===== config.mk =====
export PLATFORM = sky130hd
export DESIGN_NAME = ti_sbox_sched
export DESIGN_NICKNAME = d
export VERILOG_FILES = /design/src/rtl/ti_sbox_sched.sv
export SDC_FILE = /design/constraint.sdc
export NUM_CORES = 1
export LEC_CHECK = 0
export ABC_CLOCK_PERIOD_IN_PS = 4300
export CAP_MARGIN = 30
export CORE_ASPECT_RATIO = 1.5
export CORE_UTILIZATION = 30
export DETAILED_ROUTE_END_ITERATION = 7
export GPL_TIMING_DRIVEN = 0
export HOLD_SLACK_MARGIN = 0.02
export PLACE_DENSITY_LB_ADDON = 0.2
export SLEW_MARGIN = 30
export SYNTH_ARGS = -nofsm -noshare
export SYNTH_HDL_FRONTEND = slang
export SYNTH_SLANG_ARGS = --single-unit

===== constraint.sdc =====
create_clock -name clk -period 4.3 [get_ports clk]
set_clock_uncertainty 0.2 [all_clocks]
set_input_delay 0.86 -clock clk [delete_from_list [all_inputs] [get_ports clk]]
set_output_delay 0.86 -clock clk [all_outputs]
set_load 0.05 [all_outputs]

===== src/rtl/ti_sbox_sched.sv =====
// ============================================================================
// Module   : ti_sbox_sched
// Purpose  : Issues a shared cipher state one nibble per cycle through a
//            single pipelined TI S-box and reassembles the shared result.
//            Optional macro SB_REMASK_EN refreshes shares with rnd at issue.
// Revision : 1.0  initial release
// ============================================================================
`default_nettype none

module ti_sbox_sched #(
    parameter int NNIB   = 16,
    parameter int SHARES = 3,
    parameter int SB_LAT = 2
) (
    input  logic                       clk,
    input  logic                       rst,
    input  logic                       start,
    input  logic                       hold,
    input  logic [SHARES*NNIB*4-1:0]   st_in,
    input  logic [7:0]                 rnd,
    output logic [SHARES*4-1:0]        sb_in,
    output logic                       sb_vld,
    input  logic [SHARES*4-1:0]        sb_out,
    output logic [SHARES*NNIB*4-1:0]   st_out,
    output logic                       busy,
    output logic                       done
);

    localparam int c_CW = $clog2(NNIB) + 1;
    localparam logic [c_CW-1:0] c_LAST = c_CW'(NNIB - 1);

    typedef enum logic [1:0] {
        S_IDLE  = 2'd0,
        S_ISSUE = 2'd1,
        S_DRAIN = 2'd2,
        S_DONE  = 2'd3
    } state_t;

    state_t                      r_state;
    state_t                      w_next;
    logic [SHARES*NNIB*4-1:0]    r_st;
    logic [SHARES*NNIB*4-1:0]    r_out;
    logic [c_CW-1:0]             r_issue_cnt;
    logic [c_CW-1:0]             r_coll_cnt;
    logic [SB_LAT-1:0]           r_vpipe;
    logic [c_CW-1:0]             r_ipipe [SB_LAT];
    logic                        w_issue;
    logic                        w_wr;
    logic [c_CW-1:0]             w_widx;
    logic [SHARES*4-1:0]         w_raw;
    logic [SHARES*4-1:0]         w_mask;

`ifdef SB_REMASK_EN
    // Refresh keeps the XOR of shares 0..2 unchanged: the three masks cancel.
    for (genvar s = 0; s < SHARES; s++) begin : g_mask
        if (s == 0) begin : g_s0
            assign w_mask[s*4 +: 4] = rnd[3:0];
        end else if (s == 1) begin : g_s1
            assign w_mask[s*4 +: 4] = rnd[7:4];
        end else if (s == 2) begin : g_s2
            assign w_mask[s*4 +: 4] = rnd[3:0] ^ rnd[7:4];
        end else begin : g_sn
            assign w_mask[s*4 +: 4] = 4'h0;
        end
    end
`else
    assign w_mask = '0;
    wire w_unused_rnd = ^rnd;
`endif

    assign w_issue = (r_state == S_ISSUE) && !hold;
    assign w_wr    = r_vpipe[SB_LAT-1] && ((r_state == S_ISSUE) || (r_state == S_DRAIN));
    assign w_widx  = r_ipipe[SB_LAT-1];

    always_comb begin
        w_raw = '0;
        for (int s = 0; s < SHARES; s++) begin
            w_raw[s*4 +: 4] = r_st[(s*NNIB + int'(r_issue_cnt))*4 +: 4];
        end
    end

    // Bus is forced to zero whenever nothing is issued so no stale shares leak.
    assign sb_in  = w_issue ? (w_raw ^ w_mask) : '0;
    assign sb_vld = w_issue;
    assign st_out = r_out;
    assign busy   = (r_state != S_IDLE);
    assign done   = (r_state == S_DONE);

    always_comb begin
        w_next = r_state;
        case (r_state)
            S_IDLE:  if (start) w_next = S_ISSUE;
            S_ISSUE: if (w_issue && (r_issue_cnt == c_LAST)) w_next = S_DRAIN;
            S_DRAIN: if (w_wr && (r_coll_cnt == c_LAST)) w_next = S_DONE;
            S_DONE:  w_next = S_IDLE;
            default: w_next = S_IDLE;
        endcase
    end

    always_ff @(posedge clk) begin
        if (rst) begin
            r_state     <= S_IDLE;
            r_st        <= '0;
            r_out       <= '0;
            r_issue_cnt <= '0;
            r_coll_cnt  <= '0;
            r_vpipe     <= '0;
            for (int k = 0; k < SB_LAT; k++) begin
                r_ipipe[k] <= '0;
            end
        end else begin
            r_state <= w_next;
            if ((r_state == S_IDLE) && start) begin
                r_st        <= st_in;
                r_issue_cnt <= '0;
                r_coll_cnt  <= '0;
            end
            if (w_issue) begin
                r_issue_cnt <= r_issue_cnt + 1'b1;
            end
            // Valid/index pipe mirrors the datapath latency.
            for (int k = SB_LAT - 1; k > 0; k--) begin
                r_vpipe[k] <= r_vpipe[k-1];
                r_ipipe[k] <= r_ipipe[k-1];
            end
            r_vpipe[0] <= w_issue;
            r_ipipe[0] <= r_issue_cnt;
            if (w_wr) begin
                r_coll_cnt <= r_coll_cnt + 1'b1;
                for (int s = 0; s < SHARES; s++) begin
                    r_out[(s*NNIB + int'(w_widx))*4 +: 4] <= sb_out[s*4 +: 4];
                end
            end
        end
    end

endmodule

`default_nettype wire


# After elaboration in Yosys (flattened, before gate mapping)
# Memory sizes are Yosys's and may differ from the RTL's.
# Cells that the tools add are included.
# word_totals
regBits	398
mem_bits_rw	10
inputBits	216
out_inout_bits	207
wordCells	63
n_memories	1
# mem_list
memory	depth	width	read_ports	rd_clocked_by_memory_dff	write_ports	line_no	rtl
r_ipipe	2	5	2	0	2	46	logic [c_CW-1:0] r_ipipe [SB_LAT];
# classes
add_sub_neg	9
n_eq_ne	8
n_shift	9
muxes	16
n_bitwise	2
n_reduce_logical	12
# op_table
cell	count
bitwise mux 192 bit	3
variable shift 4 x 33 -> 192 bit (first input constant)	3
indexed part select 4 x 33 -> 192 bit	3
indexed part select 192 x 10 -> 4 bit	1
indexed part select 192 x 8 -> 4 bit	1
indexed part select 192 x 9 -> 4 bit	1
negator 7 -> 33 bit	1
negator 8 -> 33 bit	1
negator 9 -> 33 bit	1
two-way mux 5 bit	5
adder 6 x 5 -> 7 bit (first input constant)	2
adder 5 x 5 -> 6 bit (first input constant)	2
two-way mux 12 bit	1
adder 5 x 1 -> 5 bit (second input constant)	2
== test 5 x 4 -> 1 bit (second input constant)	2
one-hot mux 2 bit (4 select lines)	1
two-way mux 2 bit	3
nonzero test 2 bit	3
logical AND 1 bit	5
== test 2 bit (second input constant)	2
inequality test 2 x 1 -> 1 bit (second input constant)	2
two-way mux 1 bit	3
AND reduction 3 bit	1
== test 2 x 1 -> 1 bit (second input constant)	1
other kinds (5)	6

# Depth between registers and ports, before layout
# depth
word_depth	6
depth_mapped	16
ltp_nobuf	9

# Worst setup path before layout
# OpenSTA, ideal clock, no wires.
# synth_timing
kind	input port to output port
start	input hold
end	output sb_in[1]
arrival_ns	3.257
required_ns	3.240
path_slack_ns	-0.017
cell_stages	6
path_buffers	2
cell_sequence	nand2b_1 -> clkbuf_1 -> inv_1 -> clkbuf_1 -> o21ai_0 -> a211oi_1
# synth_via
elab_chain_cells	3
# synth_lines
item	line_no	rtl
start, declared	18	input logic hold,
zero test 1 bit	71	assign w_issue = (r_state == S_ISSUE) && !hold;
logical AND 1 bit	71	
net sb_vld	22	output logic sb_vld,
two-way mux 12 bit	83	assign sb_in = w_issue ? (w_raw ^ w_mask) : '0;
end, declared	21	output logic [SHARES*4-1:0] sb_in,
# The timed path passes the listed nets, and every way through them passes these cells.

==> results.md <==
| Quantity | Value | Unit |
|---|---|---|
| Status | complete, but fails checks | - |
| Failing checks | setup timing | - |
| Nets | 3,119 | - |
| Clock root buffer | sky130_fd_sc_hd__clkbuf_16 | - |
| Worst hold slack | 250 | ps |
| Clock transition at the registers of the reported paths | 70 | ps |
| Unrepaired setup endpoints after global routing | no | - |
| Highest clock frequency the design can meet | 0.227 | GHz |
| Count of final max-slew check failures | 0 | - |
| Remaining DRCs | 0 | - |
| Initial Utilization | 30.3 | % |
| Share of flip-flops with an asynchronous set or reset | 0 | % |
| Placed Area | 25,700 | um2 |
| Share of the core filled with cells | 41.0 | % |
| Setup crit start kind | input pin | - |
| Period utilisation layout | 102 | % |
| Row count | 117 | - |
| Die boundary height | 322 | um |
| Detailed Route Iter0 Violations | 2,018 | - |
| Crit Path Max Fanout | 10 | - |
| Avg Synthesized Cell Area | 8.44 | um2 |
| PnR worst setup slack | -96.9 | ps |
| Power density normalized to cell area | 388 | nW/um2 |
| Non-filler instance count after layout | 3,812 | - |
| Depth of the CTS H-tree | 2 | - |
| Buffer levels on the longest clock path | 3 | - |
| Per-cell via count in the routed design | 5.76 | - |
| Post-Synthesis Cells | 2,425 | - |
| Final hold violation count | 0 | - |
| Maximum number of pins on one net before global-route repair | 15 | - |
| Num CTS Buffers | 42 | - |
| Overall track demand over capacity in global routing | 32.6 | % |
| Detailed-route wire length per cell | 30.3 | um |
| TritonCTS clock tree | yes | - |
| Detailed placer's ending HPWL | 91,300 | um |
| Top FF cell, synth | sky130_fd_sc_hd__dfxtp_1 | - |
| Initial antenna violation count | 2 | - |
| Data required time of the worst path | 4550 | ps |
| Seq/Total Area, Yosys | 39.9 | % |
| Share of layout cells above drive strength 1 | 12.6 | % |
| Critical path endpoint category | flop | - |
| Core area | 67,600 | um2 |
| Critical Path Slowest Stage Cell | sky130_fd_sc_hd__clkinv_1 | - |
| Post-synthesis cell type count | 92 | - |
| Most common library cell in the layout ignoring fill and taps | sky130_fd_sc_hd__nand2_1 | - |
| Arrival @ worst endpoint | 4650 | ps |
| Number of storage elements in the synthesis netlist | 408 | - |
| Number of global-route vias before repair | 22,400 | - |
| Worst Setup Path Type | input pin to flop | - |
| Worst-Skew Late Latency | 590 | ps |
| Post-layout power | 10.8 | mW |
| EDFF count, synth | 0 | - |
| Layout overhead on the synthesized area | 35.5 | % |
| Synth warnings | 0 | - |
| Floorplan die area | 69,300 | um2 |
| Least-Margin Pin Slew | 1090 | ps |
| Filler instances | 6,936 | - |
| Antenna Violating Nets Remaining | 0 | - |
| Peak supply drop | 302 | uV |
| Overall via count from detail_route | 22,000 | - |
| Slew HR | 27.1 | % |
| DRT Wirelength | 116,000 | um |
| First-pass GRT wire length | 161,000 | um |
| CTS Sinks | 408 | - |
| Final-report setup violation count | 10 | - |
| Count of placed standard cells including taps | 3,724 | - |
| Crit path largest cell delay | 710 | ps |
| Final instance area | 27,700 | um2 |
| Die W | 215 | um |
| Overall overflow remaining after global route | 0 | - |
| Crit path cell chain | clkdlybuf4s50_1 -> clkbuf_1 -> clkinv_1 -> nand2_1 -> clkbuf_1 -> clkbuf_2 -> o32ai_1 | - |
| Top-Level Pins | 423 | - |
| Tmin final | 4400 | ps |
| Static leakage | 9.14 | nW |
| Internal reg-to-reg setup slack | 50 | ps |
| Buffers and inverters on the worst path | 5 | - |
| Total of max-cap violations | 0 | - |
| Netlist Area Pre-Place | 20,500 | um2 |
| Highest-count cells in the layout ignoring fill and taps | sky130_fd_sc_hd__nand2_1 (481), sky130_fd_sc_hd__dfxtp_1 (407), sky130_fd_sc_hd__clkdlybuf4s50_1 (391), sky130_fd_sc_hd__a21oi_1 (282), sky130_fd_sc_hd__clkbuf_1 (126) | - |
| Cell mode on critical path | sky130_fd_sc_hd__clkbuf_1 | - |
| DRT Pass-1 Iters | 6 | - |
| Count of input and output buffers | 404 | - |
| Worst min path class | flop to flop | - |
| Crit-path leading delay family | buffers and inverters | - |
| Final weighted congestion in routability-driven placement | 1.00 | - |
==> kinds of logic (layout without fill, tap and decap cells) <==
logic type / count (synthesis) / in the layout / synth area share (%)
other cells: 1 / 3 / 0.0183
mux: 98 / 98 / 7.86
fa+ha+maj: 18 / 18 / 1.10
simple gates: 837 / 837 / 18.8
buf+inv: 300 / 793 / 6.03
flops: 408 / 408 / 39.9
compound gates: 763 / 763 / 26.3
==> through the flow <==
stage,TNS [ps],worst slack (ps)
2_1_floorplan,0,311
3_3_place_gp,-122820,-1050
3_5_place_dp,-51630,-815
4_1_cts,-122,-84.1
5_1_grt,0,3.59
6_report,-665,-96.9
==> worst reg2reg max path, cell delays in order (launching register included) <==
cell and delay (ps):
sky130_fd_sc_hd__dfxtp_2 370, sky130_fd_sc_hd__buf_6 170, sky130_fd_sc_hd__buf_4 190, sky130_fd_sc_hd__buf_6 170, sky130_fd_sc_hd__buf_6 200, sky130_fd_sc_hd__inv_1 90
sky130_fd_sc_hd__ha_1 290, sky130_fd_sc_hd__ha_1 300, sky130_fd_sc_hd__clkbuf_2 220, sky130_fd_sc_hd__buf_4 240, sky130_fd_sc_hd__buf_4 220, sky130_fd_sc_hd__or3_1 450
sky130_fd_sc_hd__nor3_2 620, sky130_fd_sc_hd__a32oi_1 240, sky130_fd_sc_hd__o32ai_1 180
==> worst paths after layout <==
| path | from | to | cells past startpoint |
|---|---|---|---|
| worst max-delay path | rst | st_out[175] | 7 |
| worst max register to register | r_ipipe[0][5] | st_out[84] | 14 |
| worst min register to register | r_ipipe[0][3] | r_ipipe[0][8] | 1 |
| worst min-delay path | r_ipipe[0][3] | r_ipipe[0][8] | 1 |
==> synth_stat cells, drive strengths merged (15+ instances only) <==
cell type / instances / area, um2
a211oi: 27 / 228
a21oi: 290 / 1480
a22o: 20 / 175
a22oi: 58 / 435
a311oi: 16 / 140
a32o: 24 / 240
a32oi: 43 / 377
and2: 22 / 138
and3: 24 / 150
buf: 65 / 349
clkbuf: 164 / 618
dfxtp: 408 / 8170
ha: 18 / 225
inv: 70 / 263
mux2: 23 / 259
mux2i: 27 / 270
mux4: 48 / 1080
nand2: 484 / 1820
nand3: 44 / 230
nand4: 15 / 93.8
nor2: 87 / 334
nor2b: 32 / 200
nor3: 60 / 330
o21ai: 46 / 241
o22ai: 17 / 106
o2bb2ai: 45 / 394
o32ai: 55 / 482
==> power by group <==
part	internal, mW	switching (mW)	leakage (nW)	total [mW]
sequential	4.13	0.186	3.32	4.31
clock	2.24	1.69	0.735	3.93
combinational	0.859	1.67	5.09	2.52
==> area by class of cell <==
| cell class | instances | area [um2] | area share, % |
|---|---|---|---|
| multi-input combinational | 1718 | 11500 | 41.5 |
| timing repair buffer | 419 | 4140 | 14.9 |
| clock buffer | 54 | 1210 | 4.35 |
| sequential | 408 | 8170 | 29.4 |
| buffer | 225 | 1080 | 3.91 |
| clock inverter | 24 | 260 | 0.938 |
| tap | 892 | 1120 | 4.02 |
| antenna | 1 | 2.50 | 0.00902 |
| inverter | 71 | 267 | 0.960 |
==> per-layer routing <==
metal	global-route usage [%]	share of wire, %
met2	59.2	51
met3	5.17	6.1
met1	33.7	35
met4	24.0	8.2
met5	0	0.015
==> repair_timing <==
item | 4_1_cts | 5_1_grt
gates cloned | 0 | 0
resized for setup | 119 | 54
pin swaps | 6 | 7
setup endpoints to repair | 176 | 163
hold buffers | 0 | 0
setup buffers | 6 | 6
==> flip-flops by register name (all words and copies together), names as in the netlist <==
signal,cells
r_vpipe,2
r_issue_cnt,5
r_st,192
r_state,2
r_ipipe,10
r_coll_cnt,5
st_out,192
No activity file was read; power rests on OpenSTA's default activity.
